$ cat src/rtl/seq_signed_divider_if.sv
// ============================================================================
// Module  : seq_signed_divider_if
// Brief   : start/done handshake and operand/result bundle for the divider.
// Revision: 1.0
// ============================================================================
`default_nettype none

interface seq_signed_divider_if #(
  parameter int N = 8
);
  logic         start;
  logic [N-1:0] dividend_h;
  logic [N-1:0] dividend_l;
  logic [N-1:0] divisor;
  logic [N-1:0] quotient;
  logic [N-1:0] remainder;
  logic         busy;
  logic         done;
  logic         div_by_zero;
  logic         overflow;

  modport master (
    output start, dividend_h, dividend_l, divisor,
    input  quotient, remainder, busy, done, div_by_zero, overflow
  );

  modport slave (
    input  start, dividend_h, dividend_l, divisor,
    output quotient, remainder, busy, done, div_by_zero, overflow
  );
endinterface

`default_nettype wire

$ cat src/rtl/seq_signed_divider.sv
// ============================================================================
// Module  : seq_signed_divider
// Brief   : sequential signed restoring divider, 2N/N -> N quotient, N remainder.
// Revision: 1.0
// ============================================================================
`default_nettype none

module seq_signed_divider #(
  parameter int N = 8
) (
  input  wire logic           clk,
  input  wire logic           clear,
  seq_signed_divider_if.slave bus
);

  localparam int CW = $clog2(N + 1);
  localparam logic [CW-1:0] c_cnt_init  = CW'(N);
  localparam logic [N-1:0]  c_q_max_pos = {1'b0, {(N-1){1'b1}}};
  localparam logic [N-1:0]  c_q_max_neg = {1'b1, {(N-1){1'b0}}};

  typedef enum logic [2:0] {
    S_IDLE = 3'd0,
    S_LOAD = 3'd1,
    S_DIV  = 3'd2,
    S_SIGN = 3'd3,
    S_DONE = 3'd4
  } state_t;

  state_t r_state, w_state_next;

  logic [2*N-1:0] r_dvd;
  logic [N-1:0]   r_dvs;
  logic [N:0]     r_dvs_mag;
  logic [N:0]     r_rem;
  logic [N-1:0]   r_qb;
  logic [CW-1:0]  r_cnt;
  logic           r_sign_q;
  logic           r_sign_r;
  logic [N-1:0]   r_quotient;
  logic [N-1:0]   r_remainder;
  logic           r_div_by_zero;
  logic           r_overflow;

  // Magnitudes carry one extra bit so the most negative values stay exact.
  logic [2*N:0] w_dvd_ext, w_dvd_mag;
  logic [N:0]   w_dvs_ext, w_dvs_mag;
  logic         w_dvs_zero, w_pre_ovf;

  assign w_dvd_ext  = {r_dvd[2*N-1], r_dvd};
  assign w_dvd_mag  = r_dvd[2*N-1] ? -w_dvd_ext : w_dvd_ext;
  assign w_dvs_ext  = {r_dvs[N-1], r_dvs};
  assign w_dvs_mag  = r_dvs[N-1] ? -w_dvs_ext : w_dvs_ext;
  assign w_dvs_zero = (r_dvs == '0);
  assign w_pre_ovf  = (w_dvd_mag[2*N:N] >= w_dvs_mag);

  logic [N+1:0] w_shift, w_trial;
  logic         w_trial_neg;

  assign w_shift     = {r_rem, r_qb[N-1]};
  assign w_trial     = w_shift - {1'b0, r_dvs_mag};
  assign w_trial_neg = w_trial[N+1];

  logic [N-1:0] w_q_signed, w_r_signed;
  logic         w_q_ovf;

  assign w_q_signed = r_sign_q ? -r_qb : r_qb;
  assign w_r_signed = r_sign_r ? -r_rem[N-1:0] : r_rem[N-1:0];
  assign w_q_ovf    = r_sign_q ? (r_qb > c_q_max_neg) : (r_qb > c_q_max_pos);

  always_ff @(posedge clk) begin
    if (clear) r_state <= S_IDLE;
    else       r_state <= w_state_next;
  end

  always_comb begin
    w_state_next = r_state;
    unique case (r_state)
      S_IDLE: if (bus.start) w_state_next = S_LOAD;
      S_LOAD: w_state_next = (w_dvs_zero || w_pre_ovf) ? S_DONE : S_DIV;
      S_DIV:  if (r_cnt == CW'(1)) w_state_next = S_SIGN;
      S_SIGN: w_state_next = S_DONE;
      S_DONE: w_state_next = S_IDLE;
      default: w_state_next = S_IDLE;
    endcase
  end

  always_ff @(posedge clk) begin
    if (clear) begin
      r_dvd         <= '0;
      r_dvs         <= '0;
      r_dvs_mag     <= '0;
      r_rem         <= '0;
      r_qb          <= '0;
      r_cnt         <= '0;
      r_sign_q      <= 1'b0;
      r_sign_r      <= 1'b0;
      r_quotient    <= '0;
      r_remainder   <= '0;
      r_div_by_zero <= 1'b0;
      r_overflow    <= 1'b0;
    end else begin
      case (r_state)
        S_IDLE: begin
          if (bus.start) begin
            r_dvd <= {bus.dividend_h, bus.dividend_l};
            r_dvs <= bus.divisor;
          end
        end
        S_LOAD: begin
          r_div_by_zero <= w_dvs_zero;
          r_overflow    <= !w_dvs_zero && w_pre_ovf;
          r_sign_q      <= r_dvd[2*N-1] ^ r_dvs[N-1];
          r_sign_r      <= r_dvd[2*N-1];
          r_dvs_mag     <= w_dvs_mag;
          r_rem         <= w_dvd_mag[2*N:N];
          r_qb          <= w_dvd_mag[N-1:0];
          r_cnt         <= c_cnt_init;
          if (w_dvs_zero || w_pre_ovf) begin
            r_quotient  <= '0;
            r_remainder <= '0;
          end
        end
        S_DIV: begin
          // Partial remainder stays below |divisor|, so the top bit never overflows.
          r_rem <= w_trial_neg ? w_shift[N:0] : w_trial[N:0];
          r_qb  <= {r_qb[N-2:0], ~w_trial_neg};
          r_cnt <= r_cnt - CW'(1);
        end
        S_SIGN: begin
          r_quotient  <= w_q_signed;
          r_remainder <= w_r_signed;
          r_overflow  <= w_q_ovf;
        end
        default: ;
      endcase
    end
  end

  assign bus.quotient    = r_quotient;
  assign bus.remainder   = r_remainder;
  assign bus.div_by_zero = r_div_by_zero;
  assign bus.overflow    = r_overflow;
  assign bus.busy        = (r_state != S_IDLE);
  assign bus.done        = (r_state == S_DONE);

endmodule

`default_nettype wire

$ cat src/flat_wrapper.sv
// flat-port wrapper written by rule: the top's interface ports become plain ports
module seq_signed_divider_flat 
#(
  parameter int N = 8
)
  (clk, clear, bus_start, bus_dividend_h, bus_dividend_l, bus_divisor, bus_quotient, bus_remainder, bus_busy, bus_done, bus_div_by_zero, bus_overflow);
  seq_signed_divider_if #(.N(N)) bus_i ();
  input  wire logic clk;
  input  wire logic clear;
  input wire logic [$bits(bus_i.start)-1:0] bus_start;
  input wire logic [$bits(bus_i.dividend_h)-1:0] bus_dividend_h;
  input wire logic [$bits(bus_i.dividend_l)-1:0] bus_dividend_l;
  input wire logic [$bits(bus_i.divisor)-1:0] bus_divisor;
  output wire logic [$bits(bus_i.quotient)-1:0] bus_quotient;
  output wire logic [$bits(bus_i.remainder)-1:0] bus_remainder;
  output wire logic [$bits(bus_i.busy)-1:0] bus_busy;
  output wire logic [$bits(bus_i.done)-1:0] bus_done;
  output wire logic [$bits(bus_i.div_by_zero)-1:0] bus_div_by_zero;
  output wire logic [$bits(bus_i.overflow)-1:0] bus_overflow;
  assign bus_i.start = bus_start;
  assign bus_i.dividend_h = bus_dividend_h;
  assign bus_i.dividend_l = bus_dividend_l;
  assign bus_i.divisor = bus_divisor;
  assign bus_quotient = bus_i.quotient;
  assign bus_remainder = bus_i.remainder;
  assign bus_busy = bus_i.busy;
  assign bus_done = bus_i.done;
  assign bus_div_by_zero = bus_i.div_by_zero;
  assign bus_overflow = bus_i.overflow;
  seq_signed_divider #(.N(N)) u_core (.clk(clk), .clear(clear), .bus(bus_i));
endmodule
$ cat config.mk
export PLATFORM = sky130hd
export DESIGN_NAME = seq_signed_divider_flat
export DESIGN_NICKNAME = d
export VERILOG_FILES = /design/src/rtl/seq_signed_divider_if.sv /design/src/rtl/seq_signed_divider.sv /design/src/flat_wrapper.sv
export SDC_FILE = /design/constraint.sdc
export NUM_CORES = 1
export LEC_CHECK = 0
export CORE_AREA = 2 2 88 90
export CTS_CLUSTER_DIAMETER = 100
export CTS_CLUSTER_SIZE = 10
export DETAILED_ROUTE_END_ITERATION = 6
export DIE_AREA = 0 0 90 92
export GPL_ROUTABILITY_DRIVEN = 1
export PLACE_DENSITY = 0.83
export SETUP_SLACK_MARGIN = 0.5
export SLEW_MARGIN = 5
export SYNTH_ARGS = -nofsm -noshare
export SYNTH_HDL_FRONTEND = slang
export SYNTH_SLANG_ARGS = --single-unit
$ cat constraint.sdc
create_clock -name clk -period 5.4 [get_ports clk]
set_input_delay 1.35 -clock clk [delete_from_list [all_inputs] [get_ports clk]]
set_output_delay 1.35 -clock clk [all_outputs]
set_load 0.01 [all_outputs]
==> impl_results.html, run 1 <==
<table>
<tr><th>Metric</th><th>Value</th></tr>
<tr><th colspan="2">Drt</th></tr>
<tr><td>Routed met1 length</td><td>4.44 mm</td></tr>
<tr><td>Uppermost layer routed</td><td>met4</td></tr>
<tr><td>Routed WL per cell</td><td>between 15 and 20 um</td></tr>
<tr><td>DR vias/cell</td><td>between 5 and 6</td></tr>
<tr><td>Total via count in the routed design</td><td>between 3000 and 4000</td></tr>
<tr><td>Antenna-violating nets left</td><td>0</td></tr>
<tr><td>Met2 wirelength from detailed routing</td><td>4.72 mm</td></tr>
<tr><td>Initial detailed-routing violation count</td><td>340</td></tr>
<tr><td>Final Routed Wirelength</td><td>10.2 mm</td></tr>
<tr><td>Total iterations of the first detailed-routing run</td><td>4</td></tr>
<tr><td>DRC violation count after routing</td><td>0</td></tr>
<tr><td>Sum of met3 wire segment lengths after detailed routing</td><td>~720 um</td></tr>
<tr><th colspan="2">Timing</th></tr>
<tr><td>Final setup violation count</td><td>0</td></tr>
<tr><td>Setup repair after global routing missed its margin</td><td>false</td></tr>
<tr><td>Relative slew slack</td><td>roughly 23%</td></tr>
<tr><td>Transition time at the pin with the least slew margin</td><td>roughly 1100 ps</td></tr>
<tr><td>Final setup skew</td><td>10.5 ps</td></tr>
<tr><td>Number of pins with negative max-slew slack in the final report</td><td>0</td></tr>
<tr><td>Fmax</td><td>between 200 and 300 MHz</td></tr>
<tr><td>Setup TNS</td><td>0 ps</td></tr>
<tr><td>Crit share post-route</td><td>between 60% and 70%</td></tr>
<tr><td>Minimum clock period after layout</td><td>about 3700 ps</td></tr>
<tr><td>Number of hold-slack violations in the final timing report</td><td>0</td></tr>
<tr><th colspan="2">Yosys</th></tr>
<tr><td>Most numerous cell in the Yosys netlist</td><td>sky130_fd_sc_hd__nand2_1</td></tr>
<tr><td>Primary FF master, synth</td><td>sky130_fd_sc_hd__dfxtp_1</td></tr>
<tr><td>Number of enable-type register cells in the synthesized netlist</td><td>0</td></tr>
<tr><td>Async set-or-reset flop fraction in the synthesized netlist</td><td>0%</td></tr>
<tr><td>Area share of the largest cell type after synthesis</td><td>between 30% and 40%</td></tr>
<tr><td>Post-synthesis area per instance</td><td>slightly above 8 sq um</td></tr>
<tr><td>Sequential element share of the synthesized area</td><td>between 30% and 40%</td></tr>
<tr><td>Yosys Warn Count</td><td>0</td></tr>
<tr><td>Number of instances in the synthesized netlist</td><td>between 500 and 600</td></tr>
<tr><td>Most instantiated cells after synthesis</td><td>sky130_fd_sc_hd__nand2_1 (87), sky130_fd_sc_hd__dfxtp_1 (77), sky130_fd_sc_hd__a21oi_1 (47), sky130_fd_sc_hd__nor2_1 (36), sky130_fd_sc_hd__xnor2_1 (26)</td></tr>
<tr><td>Distinct cell type count of the synthesized netlist</td><td>between 60 and 70</td></tr>
<tr><td>Cell area after synthesis</td><td>approximately 0.0043 sq mm</td></tr>
<tr><td>Most area-consuming cells after synthesis</td><td>sky130_fd_sc_hd__dfxtp_1 (36%), sky130_fd_sc_hd__nand2_1 (7.5%), sky130_fd_sc_hd__ha_1 (6.9%)</td></tr>
<tr><td>Net count after synthesis</td><td>just under 600</td></tr>
<tr><td>Largest area contributor in the synthesized netlist</td><td>sky130_fd_sc_hd__dfxtp_1</td></tr>
<tr><td>Post-synthesis sequential element count</td><td>77</td></tr>
<tr><th colspan="2">CTS</th></tr>
<tr><td>Number of resized instances in the post-cts repair step</td><td>0</td></tr>
<tr><td>Clock Root Buffer</td><td>sky130_fd_sc_hd__clkbuf_8</td></tr>
<tr><td>CTS H-Tree Depth</td><td>3</td></tr>
<tr><td>Number of buffers added by the clock tree synthesis step</td><td>9</td></tr>
<tr><td>Clock tree from TritonCTS</td><td>yes</td></tr>
<tr><td>Cts-stage hold buffer count</td><td>0</td></tr>
<tr><td># clock sinks</td><td>between 70 and 80</td></tr>
<tr><td>Clk buf depth</td><td>2</td></tr>
<tr><td>Clock-pin transition on the worst setup and hold timing paths</td><td>80 ps</td></tr>
<tr><td>Postcts setup bufs</td><td>0</td></tr>
<tr><td>Worst-skew pair later-pin latency</td><td>around 360 ps</td></tr>
<tr><th colspan="2">Place</th></tr>
<tr><td>Final weighted congestion in routability-driven placement</td><td>~0.92</td></tr>
<tr><td>Placement Cell Area</td><td>around 0.0048 sq mm</td></tr>
<tr><td>Detailed placement HPWL</td><td>between 7 and 8 mm</td></tr>
<tr><td>Count of buffers from port buffering</td><td>46</td></tr>
<tr><th colspan="2">Power and ir drop</th></tr>
<tr><td>Part of the total power dissipated in sequential elements</td><td>41.1%</td></tr>
<tr><td>Clock power share</td><td>between 20 and 30%</td></tr>
<tr><td>Reported leakage power</td><td>roughly 0.0019 uW</td></tr>
<tr><td>PD cells</td><td>319 mW/mm^2</td></tr>
<tr><td>Maximum ir drop on the vdd rail</td><td>between 0.15 and 0.2 mV</td></tr>
<tr><td>Combinational share of power</td><td>30.6%</td></tr>
<tr><td>Total internal power</td><td>1040 uW</td></tr>
<tr><td>Net Sw Frac</td><td>a little over a third</td></tr>
<tr><td>Power dissipated by switching net loads</td><td>between 500 and 600 uW</td></tr>
<tr><th colspan="2">Critical path</th></tr>
<tr><td>WP data arrival</td><td>4020 ps</td></tr>
<tr><td>Critical Path RT</td><td>5690 ps</td></tr>
<tr><td>Maximum fanout count along the critical path</td><td>16</td></tr>
<tr><td>Category of the worst setup path capture point</td><td>register</td></tr>
<tr><td>R2R setup slack</td><td>around 1700 ps</td></tr>
<tr><td>Worst r2r path cells</td><td>13</td></tr>
<tr><td>Critical Path Start Type</td><td>register</td></tr>
<tr><td>Startpoint of the most critical register-to-register path</td><td>u_core.r_dvd[0]$_SDFFE_PP0P_</td></tr>
<tr><td>Critical path class</td><td>reg -&gt; reg</td></tr>
<tr><td>End of the worst register-to-register path</td><td>u_core.bus.remainder[4]$_SDFFE_PP0P_</td></tr>
<tr><th colspan="2">Cells and area</th></tr>
<tr><td>Post-route design area</td><td>around 0.005 sq mm</td></tr>
<tr><td>Number of fillers in the final layout</td><td>640</td></tr>
<tr><td>Layout cell share with drive strength beyond 1</td><td>around 5.5%</td></tr>
<tr><td>Antenna cells</td><td>0</td></tr>
<tr><td>Nets@finish</td><td>between 600 and 700</td></tr>
<tr><td>Layout overhead on the synthesized area</td><td>15.9%</td></tr>
<tr><td>Final core utilization</td><td>67.4%</td></tr>
<tr><th colspan="2">Floorplanning</th></tr>
<tr><td>Core outline area</td><td>0.00745 sq mm</td></tr>
<tr><td>Die Y-Extent</td><td>92 um</td></tr>
<tr><td>Die X</td><td>90 um</td></tr>
<tr><td>Effective utilization at floorplan</td><td>around three fifths</td></tr>
<tr><td>Cell row count</td><td>32</td></tr>
<tr><td>Top Ports</td><td>47</td></tr>
<tr><td>Die Area</td><td>approximately 0.0083 sq mm</td></tr>
<tr><th colspan="2">Global routing</th></tr>
<tr><td>Total Routing Usage GR</td><td>between 20% and 30%</td></tr>
<tr><td>Number of antenna violations at the first check in global routing</td><td>0</td></tr>
<tr><td>Global route overflow</td><td>0</td></tr>
<tr><td>Via count of the first global-routing pass</td><td>3703</td></tr>
<tr><td>Pin count of the biggest net entering global routing</td><td>59</td></tr>
<tr><td>Wire length of the first global-routing pass</td><td>17.3 mm</td></tr>
<tr><th colspan="2">Outcome</th></tr>
<tr><td>Run status</td><td>complete, no violations</td></tr>
<tr><th colspan="2">Hold path</th></tr>
<tr><td>Worst hold start</td><td>u_core.r_dvs_mag[8]$_SDFFE_PP0P_</td></tr>
<tr><td>Depth of the worst hold-timing path</td><td>2</td></tr>
<tr><td>Min-delay worst type</td><td>reg -&gt; reg</td></tr>
<tr><td>Hold EP</td><td>u_core.r_dvs_mag[8]$_SDFFE_PP0P_</td></tr>
<tr><th colspan="2">Job</th></tr>
<tr><td>MaxCap Viol Count</td><td>0</td></tr>
</table>
-- cells by family after synthesis --
logic type / count (synthesis) / synth area share [%]
xor+xnor: 36 / 7.28
fa+ha+maj: 25 / 7.39
other cells: 2 / 0.173
buf+inv: 55 / 4.97
flops: 77 / 35.6
simple gates: 181 / 19.7
mux: 5 / 1.18
compound gates: 151 / 23.7
-- power groups by stage --
stage               registers, uW  logic [uW]  clock network (uW)
floorplan                     648         379                   0
finish                        659         491                 454
CTS                           657         486                 461
global placement              667         460                   0
global route                  664         553                 482
detailed placement            670         480                   0
-- metrics by stage --
step	setup WS (ps)	instances	hold WS (ps)	power, uW
2_1_floorplan	2110	532	428	1030
3_3_place_gp	1870	652	440	1130
3_5_place_dp	1700	652	446	1150
4_1_cts	1670	668	459	1600
5_1_grt	1400	668	488	1700
6_report	1670	668	453	1600
-- sequential cells by signal, summed over array words and instances, names as in the netlist --
name                    cells
u_core.r_state              3
u_core.r_cnt                4
u_core.r_dvd               16
u_core.r_sign_r             1
u_core.bus.remainder        8
u_core.r_dvs                8
u_core.r_qb                 8
u_core.bus.div_by_zero      1
u_core.r_sign_q             1
u_core.bus.quotient         8
u_core.r_rem                9
u_core.r_dvs_mag            9
u_core.bus.overflow         1
-- cell usage in the layout (no fill, tap or decap), types with 7 or more instances in the layout --
master,n
sky130_fd_sc_hd__nand2_1,87
sky130_fd_sc_hd__dfxtp_1,77
sky130_fd_sc_hd__a21oi_1,47
sky130_fd_sc_hd__clkdlybuf4s50_1,45
sky130_fd_sc_hd__nor2_1,36
sky130_fd_sc_hd__xnor2_1,26
sky130_fd_sc_hd__inv_1,24
sky130_fd_sc_hd__ha_1,24
sky130_fd_sc_hd__o21ai_0,20
sky130_fd_sc_hd__a22o_1,15
sky130_fd_sc_hd__xor2_1,10
sky130_fd_sc_hd__a211oi_1,10
sky130_fd_sc_hd__clkbuf_8,10
sky130_fd_sc_hd__nand3_1,8
sky130_fd_sc_hd__a22oi_1,7
-- how the worst max path moves through the flow --
stage,start,endpoint,slack (ps),depth (start not counted)
finish,u_core.r_dvd[0]$_SDFFE_PP0P_,u_core.bus.remainder[4]$_SDFFE_PP0P_,1670,13
floorplan,u_core.r_dvd[7]$_SDFFE_PP0P_,u_core.bus.quotient[7]$_SDFFE_PP0P_,2110,12
CTS,u_core.r_dvd[1]$_SDFFE_PP0P_,u_core.bus.remainder[4]$_SDFFE_PP0P_,1670,13
global placement,u_core.r_dvd[0]$_SDFFE_PP0P_,u_core.bus.quotient[3]$_SDFFE_PP0P_,1870,13
global route,u_core.r_dvd[1]$_SDFFE_PP0P_,u_core.bus.remainder[4]$_SDFFE_PP0P_,1400,13
detailed placement,u_core.r_dvd[1]$_SDFFE_PP0P_,u_core.bus.remainder[4]$_SDFFE_PP0P_,1700,13
-- layout make-up --
type	instances	area [sq um]	share of cell area, %
timing repair buffer	49	478	9.52
inverter	24	90.1	1.80
multi-input combinational	400	2570	51.3
sequential	77	1540	30.7
tap	102	128	2.54
clock inverter	6	68.8	1.37
clock buffer	10	138	2.74
-- worst max-delay path, stage by stage (launching register included) --
cell and delay, ps:
sky130_fd_sc_hd__dfxtp_1 350, sky130_fd_sc_hd__inv_1 70, sky130_fd_sc_hd__ha_1 150, sky130_fd_sc_hd__or3b_1 410
sky130_fd_sc_hd__or2_1 310, sky130_fd_sc_hd__o31ai_4 230, sky130_fd_sc_hd__xnor2_1 180, sky130_fd_sc_hd__ha_1 300
sky130_fd_sc_hd__a21o_1 190, sky130_fd_sc_hd__a21o_1 170, sky130_fd_sc_hd__a221oi_1 290, sky130_fd_sc_hd__o211ai_1 190
sky130_fd_sc_hd__a21oi_2 560, sky130_fd_sc_hd__a22o_1 250
-- per-layer routing --
metal  global-route usage, %  vias to the layer above
li1                        -                     1943
met1                    32.5                     1756
met2                    42.3                      138
met3                    4.19                       28
met4                    11.3                        0
met5                       0                        -
(Power assumes the default switching activity.)
==> run 2, diff against run 1 <==
CORE_AREA = 2 2 96 98   (was 2 2 88 90)
DIE_AREA = 0 0 98 100   (was 0 0 90 92)
PLACE_DENSITY = 0.74   (was 0.83)
clock period = 3.1 ns   (was 5.4 ns; I/O delays follow)
==> run 2 against run 1 <==
  * The run now ends with negative setup slack left
  * Final area is 5.4% higher
  * Register-to-register slack worse by 1800 ps
  * Sequential share of layout area down 1.4 points
  * Setup slack worse by 1800 ps
  * Critical path type unchanged
  * Core utilization is 7.9 points lower
  * Critical endpoint is now u_core.bus.remainder[0]$_SDFFE_PP0P_
  * Global-route usage shrank 3.5 points
  * Critical path depth shrank 1
  * Clock skew is 1.5 ps higher
  * Die area increased by 18%
  * Clock power rose by 63%
  * First-iteration DRC count decreased by 39%
  * Power grew 78%
==> impl_results.html, run 2 (same netlist as run 1, synthesis figures left out) <==
<table>
<tr><th>Metric</th><th>Value</th></tr>
<tr><th colspan="2">Timing</th></tr>
<tr><td>Fmax</td><td>309 MHz (+15%)</td></tr>
<tr><td>Number of pins with negative max-slew slack in the final report</td><td>0 (unchanged)</td></tr>
<tr><td>Minimum clock period after layout</td><td>3240 ps (-488 ps)</td></tr>
<tr><td>Transition time at the pin with the least slew margin</td><td>765 ps (-384 ps)</td></tr>
<tr><td>Setup TNS</td><td>-2090 ps (-2090 ps)</td></tr>
<tr><td>Setup repair after global routing missed its margin</td><td>true</td></tr>
<tr><td>Worst setup margin</td><td>-138 ps (-1810 ps)</td></tr>
<tr><td>Final setup violation count</td><td>17 (+17)</td></tr>
<tr><td>Relative slew slack</td><td>49.0% (+26 points)</td></tr>
<tr><td>Crit share post-route</td><td>104% (+35 points)</td></tr>
<tr><td>Number of hold-slack violations in the final timing report</td><td>0 (unchanged)</td></tr>
<tr><td>Final setup skew</td><td>12.0 ps (+1.53 ps)</td></tr>
<tr><th colspan="2">Place</th></tr>
<tr><td>Placement Cell Area</td><td>0.00500 sq mm (+3.8%)</td></tr>
<tr><td>Final weighted congestion in routability-driven placement</td><td>0.937 (+2.4%)</td></tr>
<tr><td>Detailed placement HPWL</td><td>7.96 mm (+6.1%)</td></tr>
<tr><td>Count of buffers from port buffering</td><td>46 (unchanged)</td></tr>
<tr><td>Worst setup slack after placement</td><td>-149 ps (-1850 ps)</td></tr>
<tr><th colspan="2">Cells and area</th></tr>
<tr><td>Number of fillers in the final layout</td><td>788 (+23%)</td></tr>
<tr><td>Registers with the highest flip-flop counts</td><td>u_core.r_dvd (16), u_core.r_dvs_mag (9), u_core.r_rem (9)</td></tr>
<tr><td>Most common cell after layout, fill and taps aside</td><td>sky130_fd_sc_hd__nand2_1</td></tr>
<tr><td>Max reg flops</td><td>16 (unchanged)</td></tr>
<tr><td>Antenna cells</td><td>0 (unchanged)</td></tr>
<tr><td>Final core utilization</td><td>59.5% (-7.9 points)</td></tr>
<tr><td>Post-route design area</td><td>0.00529 sq mm (+5.4%)</td></tr>
<tr><td>Commonest non-fill, non-tap cells in the layout</td><td>sky130_fd_sc_hd__nand2_1 (87), sky130_fd_sc_hd__dfxtp_1 (71), sky130_fd_sc_hd__a21oi_1 (46)</td></tr>
<tr><td>Layout overhead on the synthesized area</td><td>22.1%</td></tr>
<tr><td>Layout cell share with drive strength beyond 1</td><td>12.9% (+7.4 points)</td></tr>
<tr><td>Nets@finish</td><td>638 (+4.1%)</td></tr>
<tr><td>Top reg by flops</td><td>u_core.r_dvd</td></tr>
<tr><th colspan="2">Critical path</th></tr>
<tr><td>Critical Path RT</td><td>3410 ps (-2280 ps)</td></tr>
<tr><td>Critical Path Start Type</td><td>register</td></tr>
<tr><td>Critical path class</td><td>reg -&gt; reg</td></tr>
<tr><td>Worst r2r path cells</td><td>12 (-1)</td></tr>
<tr><td>Category of the worst setup path capture point</td><td>register</td></tr>
<tr><td>End of the worst register-to-register path</td><td>u_core.bus.remainder[0]$_SDFFE_PP0P_</td></tr>
<tr><td>Startpoint of the most critical register-to-register path</td><td>u_core.r_dvd[7]$_SDFFE_PP0P_</td></tr>
<tr><td>WP data arrival</td><td>3550 ps (-470 ps)</td></tr>
<tr><td>R2R setup slack</td><td>-140 ps (-1810 ps)</td></tr>
<tr><td>Maximum fanout count along the critical path</td><td>8 (-8)</td></tr>
<tr><th colspan="2">CTS</th></tr>
<tr><td>Clock tree from TritonCTS</td><td>yes</td></tr>
<tr><td>Cts-stage hold buffer count</td><td>0 (unchanged)</td></tr>
<tr><td>Clock-pin transition on the worst setup and hold timing paths</td><td>90 ps (about the same)</td></tr>
<tr><td>Clk buf depth</td><td>2 (unchanged)</td></tr>
<tr><td># clock sinks</td><td>77 (unchanged)</td></tr>
<tr><td>CTS H-Tree Depth</td><td>3 (unchanged)</td></tr>
<tr><td>Clock Root Buffer</td><td>sky130_fd_sc_hd__clkbuf_8</td></tr>
<tr><td>Worst-skew pair later-pin latency</td><td>370 ps (about the same)</td></tr>
<tr><td>Number of buffers added by the clock tree synthesis step</td><td>9 (unchanged)</td></tr>
<tr><th colspan="2">Power and ir drop</th></tr>
<tr><td>Total internal power</td><td>1790 uW (+73%)</td></tr>
<tr><td>Net Sw Frac</td><td>37.2% (+1.9 points)</td></tr>
<tr><td>Maximum ir drop on the vdd rail</td><td>0.253 mV (+54%)</td></tr>
<tr><td>Reported leakage power</td><td>0.00203 uW (+7.7%)</td></tr>
<tr><td>Clock power share</td><td>25.9% (-2.4 points)</td></tr>
<tr><td>Combinational share of power</td><td>34.2% (+3.6 points)</td></tr>
<tr><td>Power dissipated by switching net loads</td><td>1060 uW (+88%)</td></tr>
<tr><td>Part of the total power dissipated in sequential elements</td><td>39.9% (-1.2 points)</td></tr>
<tr><td>PD cells</td><td>540 mW/mm^2 (+69%)</td></tr>
<tr><td>Final Total Pwr</td><td>2860 uW (+78%)</td></tr>
<tr><th colspan="2">Floorplanning</th></tr>
<tr><td>Die X</td><td>98 um (+8.9%)</td></tr>
<tr><td>Effective utilization at floorplan</td><td>48.7% (-9.4 points)</td></tr>
<tr><td>Core outline area</td><td>0.00889 sq mm (+19%)</td></tr>
<tr><td>Die Y-Extent</td><td>100 um (+8.7%)</td></tr>
<tr><td>Die Area</td><td>0.00980 sq mm (+18%)</td></tr>
<tr><td>Cell row count</td><td>35 (+9.4%)</td></tr>
<tr><td>Top Ports</td><td>47 (unchanged)</td></tr>
<tr><th colspan="2">Hold path</th></tr>
<tr><td>Worst hold start</td><td>u_core.r_dvs_mag[8]$_SDFFE_PP0P_</td></tr>
<tr><td>Hold EP</td><td>u_core.r_dvs_mag[8]$_SDFFE_PP0P_</td></tr>
<tr><td>Min-delay worst type</td><td>reg -&gt; reg</td></tr>
<tr><td>Depth of the worst hold-timing path</td><td>2 (unchanged)</td></tr>
<tr><th colspan="2">Global routing</th></tr>
<tr><td>Number of antenna violations at the first check in global routing</td><td>0 (unchanged)</td></tr>
<tr><td>Via count of the first global-routing pass</td><td>3862 (+4.3%)</td></tr>
<tr><td>Total Routing Usage GR</td><td>21.9% (-3.5 points)</td></tr>
<tr><td>Global route overflow</td><td>0 (unchanged)</td></tr>
<tr><td>Wire length of the first global-routing pass</td><td>17.5 mm (+1.3%)</td></tr>
<tr><td>Pin count of the biggest net entering global routing</td><td>39 (-34%)</td></tr>
<tr><th colspan="2">Outcome</th></tr>
<tr><td>Run status</td><td>finished, violations left</td></tr>
<tr><td>Violations in the final reports</td><td>negative setup slack</td></tr>
<tr><th colspan="2">Drt</th></tr>
<tr><td>Total iterations of the first detailed-routing run</td><td>5 (+1)</td></tr>
<tr><td>Antenna-violating nets left</td><td>0 (unchanged)</td></tr>
<tr><td>Routed WL per cell</td><td>15.4 um (+1.3%)</td></tr>
<tr><td>Initial detailed-routing violation count</td><td>208 (-39%)</td></tr>
<tr><td>DRC violation count after routing</td><td>0 (unchanged)</td></tr>
<tr><td>Final Routed Wirelength</td><td>10.8 mm (+6.4%)</td></tr>
<tr><td>Total via count in the routed design</td><td>3996 (+3.4%)</td></tr>
<tr><td>DR vias/cell</td><td>5.69 (-1.6%)</td></tr>
<tr><th colspan="2">Job</th></tr>
<tr><td>MaxCap Viol Count</td><td>0 (unchanged)</td></tr>
</table>
run 2: power by group through the flow:
stage	registers, uW	clock network (uW)	logic [uW]
after global placement	1160	0	876
after floorplan	1130	0	666
after CTS	1140	751	940
after detailed placement	1160	0	907
after global routing	1150	787	1070
final	1140	740	976
run 2: worst max path at each step:
stage | startpoint | to | slack, ps | cells past startpoint
finish | u_core.r_dvd[7]$_SDFFE_PP0P_ | u_core.bus.remainder[0]$_SDFFE_PP0P_ | -140 | 12
global route | u_core.r_dvd[7]$_SDFFE_PP0P_ | u_core.bus.remainder[6]$_SDFFE_PP0P_ | -290 | 12
global placement | u_core.r_dvd[0]$_SDFFE_PP0P_ | u_core.bus.remainder[4]$_SDFFE_PP0P_ | -20 | 14
floorplan | u_core.r_dvd[7]$_SDFFE_PP0P_ | u_core.bus.quotient[7]$_SDFFE_PP0P_ | -50 | 12
detailed placement | u_core.r_dvd[0]$_SDFFE_PP0P_ | u_core.r_state[1]$_SDFFE_PP0P_ | -150 | 13
CTS | u_core.r_dvd[7]$_SDFFE_PP0P_ | u_core.bus.remainder[6]$_SDFFE_PP0P_ | -120 | 12
run 2: layer usage:
| metal | part of all wire (%) | global-route usage (%) | vias to the layer above |
|---|---|---|---|
| met5 | 0 | 0 | - |
| met4 | 2.2 | 8.55 | 0 |
| met3 | 5.7 | 4.25 | 24 |
| met2 | 47 | 37.8 | 147 |
| met1 | 45 | 27.2 | 1834 |
| li1 | - | - | 1991 |
run 2: worst max-delay path, stage by stage (launching register included):
cell	delay (ps)
sky130_fd_sc_hd__dfxtp_2	320
sky130_fd_sc_hd__or4_4	520
sky130_fd_sc_hd__or3_4	360
sky130_fd_sc_hd__o31ai_4	210
sky130_fd_sc_hd__xnor2_2	110
sky130_fd_sc_hd__ha_1	320
sky130_fd_sc_hd__a21o_1	180
sky130_fd_sc_hd__a21o_1	180
sky130_fd_sc_hd__a221oi_2	270
sky130_fd_sc_hd__o211ai_1	210
sky130_fd_sc_hd__a21oi_2	220
sky130_fd_sc_hd__buf_6	150
sky130_fd_sc_hd__a22o_1	130
run 2: per-stage QoR:
stage          instances  hold slack (ps)
2_1_floorplan        532              428
3_5_place_dp         683              443
3_3_place_gp         683              443
5_1_grt              702              483
4_1_cts              701              455
6_report             702              451
run 2: final cells by class:
type                    count  area (sq um)  share of cell area (%)
multi-input cells         400          2650                    50.0
flip-flops and latches     77          1550                    29.3
repair buffers             74           673                    12.7
well taps                 111           139                    2.63
clock buffers               9           124                    2.34
inverters                  24          90.1                    1.70
clock inverters             7          68.8                    1.30
run 2: timing repair:
action | in CTS | in global routing
setup buffers | 2 | 1
setup endpoints to repair | 20 | 23
pin swaps | 6 | 10
cloned | 0 | 0
gates resized for setup | 11 | 12
